[src/rtl/fifo_dat_serializer_if.sv]
// Bundles the serializer's control, FIFO-side and SD DAT0-side signals.
// The master is the host that drives start and the FIFO; the slave is the serializer.
interface fifo_dat_serializer_if;
  logic        start;
  logic [31:0] fifo_data;
  logic        fifo_empty;
  logic        fifo_read;
  logic        dat_out;
  logic        dat_oe;
  logic        busy;
  logic        stall;
  logic        done;

  modport master (
    output start, fifo_data, fifo_empty,
    input  fifo_read, dat_out, dat_oe, busy, stall, done
  );

  modport slave (
    input  start, fifo_data, fifo_empty,
    output fifo_read, dat_out, dat_oe, busy, stall, done
  );
endinterface

[src/rtl/fifo_dat_serializer.sv]
// Serialises one block of WORDS 32-bit FIFO words onto SD DAT0:
// start bit, MSB-first data, CRC16-CCITT, end bit; freezes (stall) when the FIFO runs dry.
module fifo_dat_serializer #(
  parameter int unsigned WORDS = 128
) (
  input logic               clock,
  input logic               reset,
  fifo_dat_serializer_if.slave bus
);

  localparam int unsigned     WCW       = $clog2(WORDS) + 1;
  localparam logic [15:0]     CRC_POLY  = 16'h1021;
  localparam logic [WCW-1:0]  LAST_WORD = WCW'(WORDS - 1);

  typedef enum logic [2:0] {
    S_IDLE, S_FETCH, S_START, S_DATA, S_WAIT, S_CRC, S_END
  } state_t;

  state_t          state, state_nx;
  logic [31:0]     shreg, shreg_nx;
  logic [15:0]     crc, crc_nx, crc_upd;
  logic [4:0]      bit_cnt, bit_cnt_nx;
  logic [WCW-1:0]  word_cnt, word_cnt_nx;
  logic            pref, pref_nx;
  logic            dat_out_q, dat_out_nx;
  logic            dat_oe_q, dat_oe_nx;
  logic            busy_q, busy_nx;
  logic            stall_q, stall_nx;
  logic            done_q, done_nx;
  logic            rd;
  logic            last_word;
  logic            fb;

  assign last_word = (word_cnt == LAST_WORD);
  // shreg[31] is always the bit currently on the line during DATA
  assign fb        = crc[15] ^ shreg[31];
  assign crc_upd   = {crc[14:0], 1'b0} ^ (fb ? CRC_POLY : 16'h0000);

  always_ff @(posedge clock) begin
    if (!reset) begin
      state     <= S_IDLE;
      shreg     <= '0;
      crc       <= '0;
      bit_cnt   <= '0;
      word_cnt  <= '0;
      pref      <= 1'b0;
      dat_out_q <= 1'b1;
      dat_oe_q  <= 1'b0;
      busy_q    <= 1'b0;
      stall_q   <= 1'b0;
      done_q    <= 1'b0;
    end else begin
      state     <= state_nx;
      shreg     <= shreg_nx;
      crc       <= crc_nx;
      bit_cnt   <= bit_cnt_nx;
      word_cnt  <= word_cnt_nx;
      pref      <= pref_nx;
      dat_out_q <= dat_out_nx;
      dat_oe_q  <= dat_oe_nx;
      busy_q    <= busy_nx;
      stall_q   <= stall_nx;
      done_q    <= done_nx;
    end
  end

  always_comb begin
    state_nx    = state;
    shreg_nx    = shreg;
    crc_nx      = crc;
    bit_cnt_nx  = bit_cnt;
    word_cnt_nx = word_cnt;
    pref_nx     = pref;
    dat_out_nx  = dat_out_q;
    rd          = 1'b0;

    case (state)
      S_IDLE: begin
        dat_out_nx = 1'b1;
        if (bus.start) begin
          state_nx    = S_FETCH;
          crc_nx      = '0;
          word_cnt_nx = '0;
          pref_nx     = 1'b0;
        end
      end
      S_FETCH: begin
        dat_out_nx = 1'b1;
        if (!bus.fifo_empty) begin
          rd         = 1'b1;
          state_nx   = S_START;
          dat_out_nx = 1'b0;
        end
      end
      S_START: begin
        shreg_nx   = bus.fifo_data;
        dat_out_nx = bus.fifo_data[31];
        bit_cnt_nx = 5'd31;
        state_nx   = S_DATA;
      end
      S_DATA: begin
        crc_nx = crc_upd;
        // Prefetch the next word one bit early so it lands exactly after bit 0
        if (bit_cnt == 5'd1 && !last_word && !bus.fifo_empty) begin
          rd      = 1'b1;
          pref_nx = 1'b1;
        end
        if (bit_cnt != 5'd0) begin
          shreg_nx   = {shreg[30:0], 1'b0};
          dat_out_nx = shreg[30];
          bit_cnt_nx = bit_cnt - 5'd1;
        end else begin
          word_cnt_nx = word_cnt + WCW'(1);
          if (last_word) begin
            state_nx   = S_CRC;
            bit_cnt_nx = 5'd15;
            dat_out_nx = crc_upd[15];
          end else if (pref) begin
            pref_nx    = 1'b0;
            shreg_nx   = bus.fifo_data;
            dat_out_nx = bus.fifo_data[31];
            bit_cnt_nx = 5'd31;
          end else begin
            state_nx = S_WAIT;
          end
        end
      end
      S_WAIT: begin
        if (pref) begin
          pref_nx    = 1'b0;
          shreg_nx   = bus.fifo_data;
          dat_out_nx = bus.fifo_data[31];
          bit_cnt_nx = 5'd31;
          state_nx   = S_DATA;
        end else if (!bus.fifo_empty) begin
          rd      = 1'b1;
          pref_nx = 1'b1;
        end
      end
      S_CRC: begin
        crc_nx     = {crc[14:0], 1'b0};
        dat_out_nx = crc[14];
        bit_cnt_nx = bit_cnt - 5'd1;
        if (bit_cnt == 5'd0) begin
          state_nx   = S_END;
          dat_out_nx = 1'b1;
        end
      end
      S_END: begin
        state_nx   = S_IDLE;
        dat_out_nx = 1'b1;
      end
      default: begin
        state_nx   = S_IDLE;
        dat_out_nx = 1'b1;
      end
    endcase

    busy_nx   = (state_nx != S_IDLE);
    dat_oe_nx = (state_nx != S_IDLE) && (state_nx != S_FETCH);
    stall_nx  = (state_nx == S_WAIT);
    done_nx   = (state == S_END);
  end

  // Pop request is decoded so the FIFO word arrives on the following cycle
  assign bus.fifo_read = rd & reset;
  assign bus.dat_out   = dat_out_q;
  assign bus.dat_oe    = dat_oe_q;
  assign bus.busy      = busy_q;
  assign bus.stall     = stall_q;
  assign bus.done      = done_q;

endmodule

[src/flat_wrapper.sv]
// flat-port wrapper written by rule: the top's interface ports become plain ports
module fifo_dat_serializer_flat 
#(
  parameter int unsigned WORDS = 128
)
  (clock, reset, bus_start, bus_fifo_data, bus_fifo_empty, bus_fifo_read, bus_dat_out, bus_dat_oe, bus_busy, bus_stall, bus_done);
  fifo_dat_serializer_if bus_i ();
  input logic clock;
  input logic reset;
  input wire logic [$bits(bus_i.start)-1:0] bus_start;
  input wire logic [$bits(bus_i.fifo_data)-1:0] bus_fifo_data;
  input wire logic [$bits(bus_i.fifo_empty)-1:0] bus_fifo_empty;
  output wire logic [$bits(bus_i.fifo_read)-1:0] bus_fifo_read;
  output wire logic [$bits(bus_i.dat_out)-1:0] bus_dat_out;
  output wire logic [$bits(bus_i.dat_oe)-1:0] bus_dat_oe;
  output wire logic [$bits(bus_i.busy)-1:0] bus_busy;
  output wire logic [$bits(bus_i.stall)-1:0] bus_stall;
  output wire logic [$bits(bus_i.done)-1:0] bus_done;
  assign bus_i.start = bus_start;
  assign bus_i.fifo_data = bus_fifo_data;
  assign bus_i.fifo_empty = bus_fifo_empty;
  assign bus_fifo_read = bus_i.fifo_read;
  assign bus_dat_out = bus_i.dat_out;
  assign bus_dat_oe = bus_i.dat_oe;
  assign bus_busy = bus_i.busy;
  assign bus_stall = bus_i.stall;
  assign bus_done = bus_i.done;
  fifo_dat_serializer #(.WORDS(WORDS)) u_core (.clock(clock), .reset(reset), .bus(bus_i));
endmodule
[config.mk]
export PLATFORM = sky130hd
export DESIGN_NAME = fifo_dat_serializer_flat
export DESIGN_NICKNAME = d
export VERILOG_FILES = /design/src/rtl/fifo_dat_serializer_if.sv /design/src/rtl/fifo_dat_serializer.sv /design/src/flat_wrapper.sv
export SDC_FILE = /design/constraint.sdc
export NUM_CORES = 1
export LEC_CHECK = 0
export CORE_UTILIZATION = 58
export CTS_BUF_LIST = sky130_fd_sc_hd__clkbuf_8
export DETAILED_ROUTE_END_ITERATION = 10
export PLACE_DENSITY = 0.82
export SYNTH_ARGS = -nofsm -noshare
export SYNTH_HDL_FRONTEND = slang
export SYNTH_SLANG_ARGS = --single-unit
export TNS_END_PERCENT = 5
[constraint.sdc]
create_clock -name clock -period 3.3 [get_ports clock]
set_clock_uncertainty 0.15 [all_clocks]
set_input_delay 0.66 -clock clock [delete_from_list [all_inputs] [get_ports clock]]
set_output_delay 0.66 -clock clock [all_outputs]
set_load 0.02 [all_outputs]
==> summary.txt <==
Clock network
  – Clock sink total: 70
  – Hold_buf cts: 0
  – Clk slew on worst S/H paths: 80 ps
  – Worst-skew pair later-pin latency: 360 ps
  – CTS Buf Count: 9
  – Clock Path Buffers: 2
  – H-tree depth: 3
  – CTS tree: done
  – Root buffer cell: clkbuf_8

Logic synthesis
  – Yosys cell types: 64
  – Asr flop ratio synth: 0
  – Seq/Total Area, Yosys: 0.3878
  – Post-synth EDFFs: 0
  – Synth Instances: 412
  – Synth Warn #: 0
  – Primary FF master, synth: dfxtp_1
  – Post-Syn Area: 0.003613 mm²
  – Synth Area per Inst: 8.771 µm²
  – Synth Register Bits: 70
  – Mapped Nets: 452

Critical path
  – Max incr delay on CP: 630 ps
  – Req. time, crit path: 2490 ps
  – Crit path cell chain: inv_1, ha_1, or4b_2, a211oi_2, a21oi_1, o21ai_0, clkbuf_2
  – CP Data Arrival Time: 2360 ps
  – Setup CP Type: flip-flop to output pin
  – CP Max Fanout: 4
  – Startpoint Class: flip-flop
  – Slowest-stage cell, CP: or4b_2
  – Critical Path End Type: output pin

Global routing
  – Largest net degree at the start of global routing: 42
  – Initial antenna violation count: 0
  – Total grt overflow: 0
  – Global-route wire length before repair: 15.14 mm
  – Vias in the first global route: 3158
  – Total track usage: 0.3025

Cells and area
  – Post-Layout Cell Count: 527
  – Nets@finish: 487
  – Commonest non-fill, non-tap cell in the layout: dfxtp_1
  – Ant diodes: 0
  – Share of layout cells above drive strength 1: 0.1195
  – Layout Utilization: 0.7288
  – Commonest cells after routing, fill and taps aside: dfxtp_1, clkdlybuf4s50_1, nor2_1, nand2_1, buf_4
  – Fillers: 464
  – Area grow syn2layout: 20.12%

Die
  – DIE AREA: 0.006550 mm²
  – Die Y: 80.93 µm
  – Die width: 80.93 µm
  – Core ar.: 0.005956 mm²
  – Io pins: 42
  – Core Rows: 28
  – Effective utilization at floorplan: 0.6067

Placement
  – Port buffer count: 41
  – Placer Congestion: 0.8924
  – # placed instances: 511
  – Post-DP HPWL: 6.317 mm

Pwr
  – Worst IR Drop VDD: 430.2 µV
  – Power density over the cells: 512.4 mW/mm²
  – Pleak: 1.590 nW

Hold path
  – Worst Hold Class: flip-flop to flip-flop

Run status
  – Status: completed

Timing
  – Endpoints failing setup: 0
  – Max Clk Rate: 315.0 MHz
  – Final Cycle Share: 0.9619
  – Post-route minimum period: 3174 ps
  – Setup TNS: 0 ps
  – Slew margin rel.: 0.4469
  – Slew Viols, Final: 0
  – Final Hold Viols: 0
  – RSZ-0062 raised after global routing: no
  – Worst-margin pin slew: 824.7 ps

Detailed routing
  – Pre-antenna DRT Iters: 5
  – DR WL/cell: 18.04 µm
  – Post-Route WL: 9.509 mm
  – Initial DRC Count: 390
  – Vias per cell: 6.725
  – ANT nets after route: 0
  – # DRC: 0
  – Routed via count: 3544

Job
  – Max Cap Viol: 0
==> flip-flops by register name (all words and copies together), names as in the netlist, 3 cells and up <==
signal / cells
u_core.bit_cnt: 5
u_core.crc: 16
u_core.shreg: 32
u_core.state: 3
u_core.word_cnt: 8
==> Yosys cell counts, types with 3 or more instances <==
library cell  count  share of area
dfxtp_1          70           0.39
clkbuf_1         31          0.032
nor2_1           28          0.029
nand2_1          23          0.024
a22oi_1          21          0.044
nor3_1           21          0.029
a21oi_1          19          0.026
o21ai_0          17          0.024
o2bb2ai_1        17          0.041
a32oi_1          13          0.032
a221o_1          12          0.033
and2_1           10          0.017
inv_1             9         0.0093
nand3_1           7         0.0097
nand3b_1          7          0.015
o31ai_1           7          0.015
a211oi_1          5          0.010
o211ai_1          5          0.010
or4_1             5          0.010
and3_1            4         0.0069
ha_1              4          0.014
nand2b_1          4         0.0069
nand4_1           4         0.0069
o22ai_1           4         0.0069
xnor2_1           4         0.0097
buf_2             3         0.0042
buf_6             3         0.0093
nor2b_1           3         0.0052
o21a_1            3         0.0062
==> cell type report <==
type	count	area [µm²]	share of cell area
clock buffer	9	123.9	0.02854
clock inverter	7	97.59	0.02248
inverter	9	33.78	0.007783
multi-input combinational	294	2019	0.4653
sequential	70	1401	0.3229
tap	75	93.84	0.02162
timing repair buffer	63	570.5	0.1315
==> metal layers <==
layer / track usage / share of wire / vias to the layer above
met5: 0 / 0 / -
met4: 0.1500 / 0.038 / 0
met3: 0.05955 / 0.065 / 44
met2: 0.4613 / 0.47 / 158
met1: 0.4055 / 0.43 / 1688
li1: - / - / 1654
==> where the power goes <==
group | internal, mW | switching [mW] | total [mW] | leakage, nW
Combinational | 0.221 | 0.317 | 0.538 | 0.911
Sequential | 0.891 | 0.0235 | 0.915 | 0.567
Clock | 0.429 | 0.343 | 0.772 | 0.112
Total | 1.54 | 0.683 | 2.22 | 1.59
==> worst max-delay path: cells and delay by family (launching register included) <==
family	cells	cell delay [ps]
and+or+nand+nor	1	630
AOI/OAI and AO/OA	3	600
DFF	1	340
buffers and inverters	2	300
adders and majority gates	1	140
==> worst paths after layout <==
kind | start | end | slack (ps) | depth (start not counted)
worst min-delay path | u_core.shreg[3] | u_core.shreg[3] | 320 | 1
worst max-delay path | u_core.bit_cnt[1] | bus_fifo_read | 130 | 7
worst min register to register | u_core.shreg[3] | u_core.shreg[3] | 320 | 1
worst max register to register | u_core.bit_cnt[0] | u_core.bit_cnt[0] | 590 | 7
==> what timing repair did <==
action,CTS,global route
setup endpoints to repair,1,1
pin swaps,0,0
hold endpoints to repair,0,0
buffers inserted,0,0
resized for setup,3,2
==> metrics by stage <==
step / worst slack, ps / total power, mW / hold slack (ps) / instance area, µm²
2_1_floorplan: 508.4 / 1.286 / 282.7 / 3613
3_3_place_gp: 177.6 / 1.441 / 294.0 / 4119
3_5_place_dp: 77.25 / 1.456 / 296.5 / 4119
4_1_cts: 1.229 / 2.215 / 322.0 / 4339
5_1_grt: 57.81 / 2.314 / 332.7 / 4340
6_report: 125.6 / 2.224 / 321.4 / 4340
==> logic make-up after synthesis <==
group                    count (synthesis)  share of synthesized area
AO/OA/AOI/OAI                          148                     0.3151
AND/OR/NAND/NOR                        133                     0.2022
flip-flops                              70                     0.3878
buffers and inverters                   48                    0.05713
XOR/XNOR                                 5                    0.01212
multiplexers                             4                    0.01177
adder cells (fa/ha/maj)                  4                    0.01385
No activity file was read; power rests on OpenSTA's default activity.
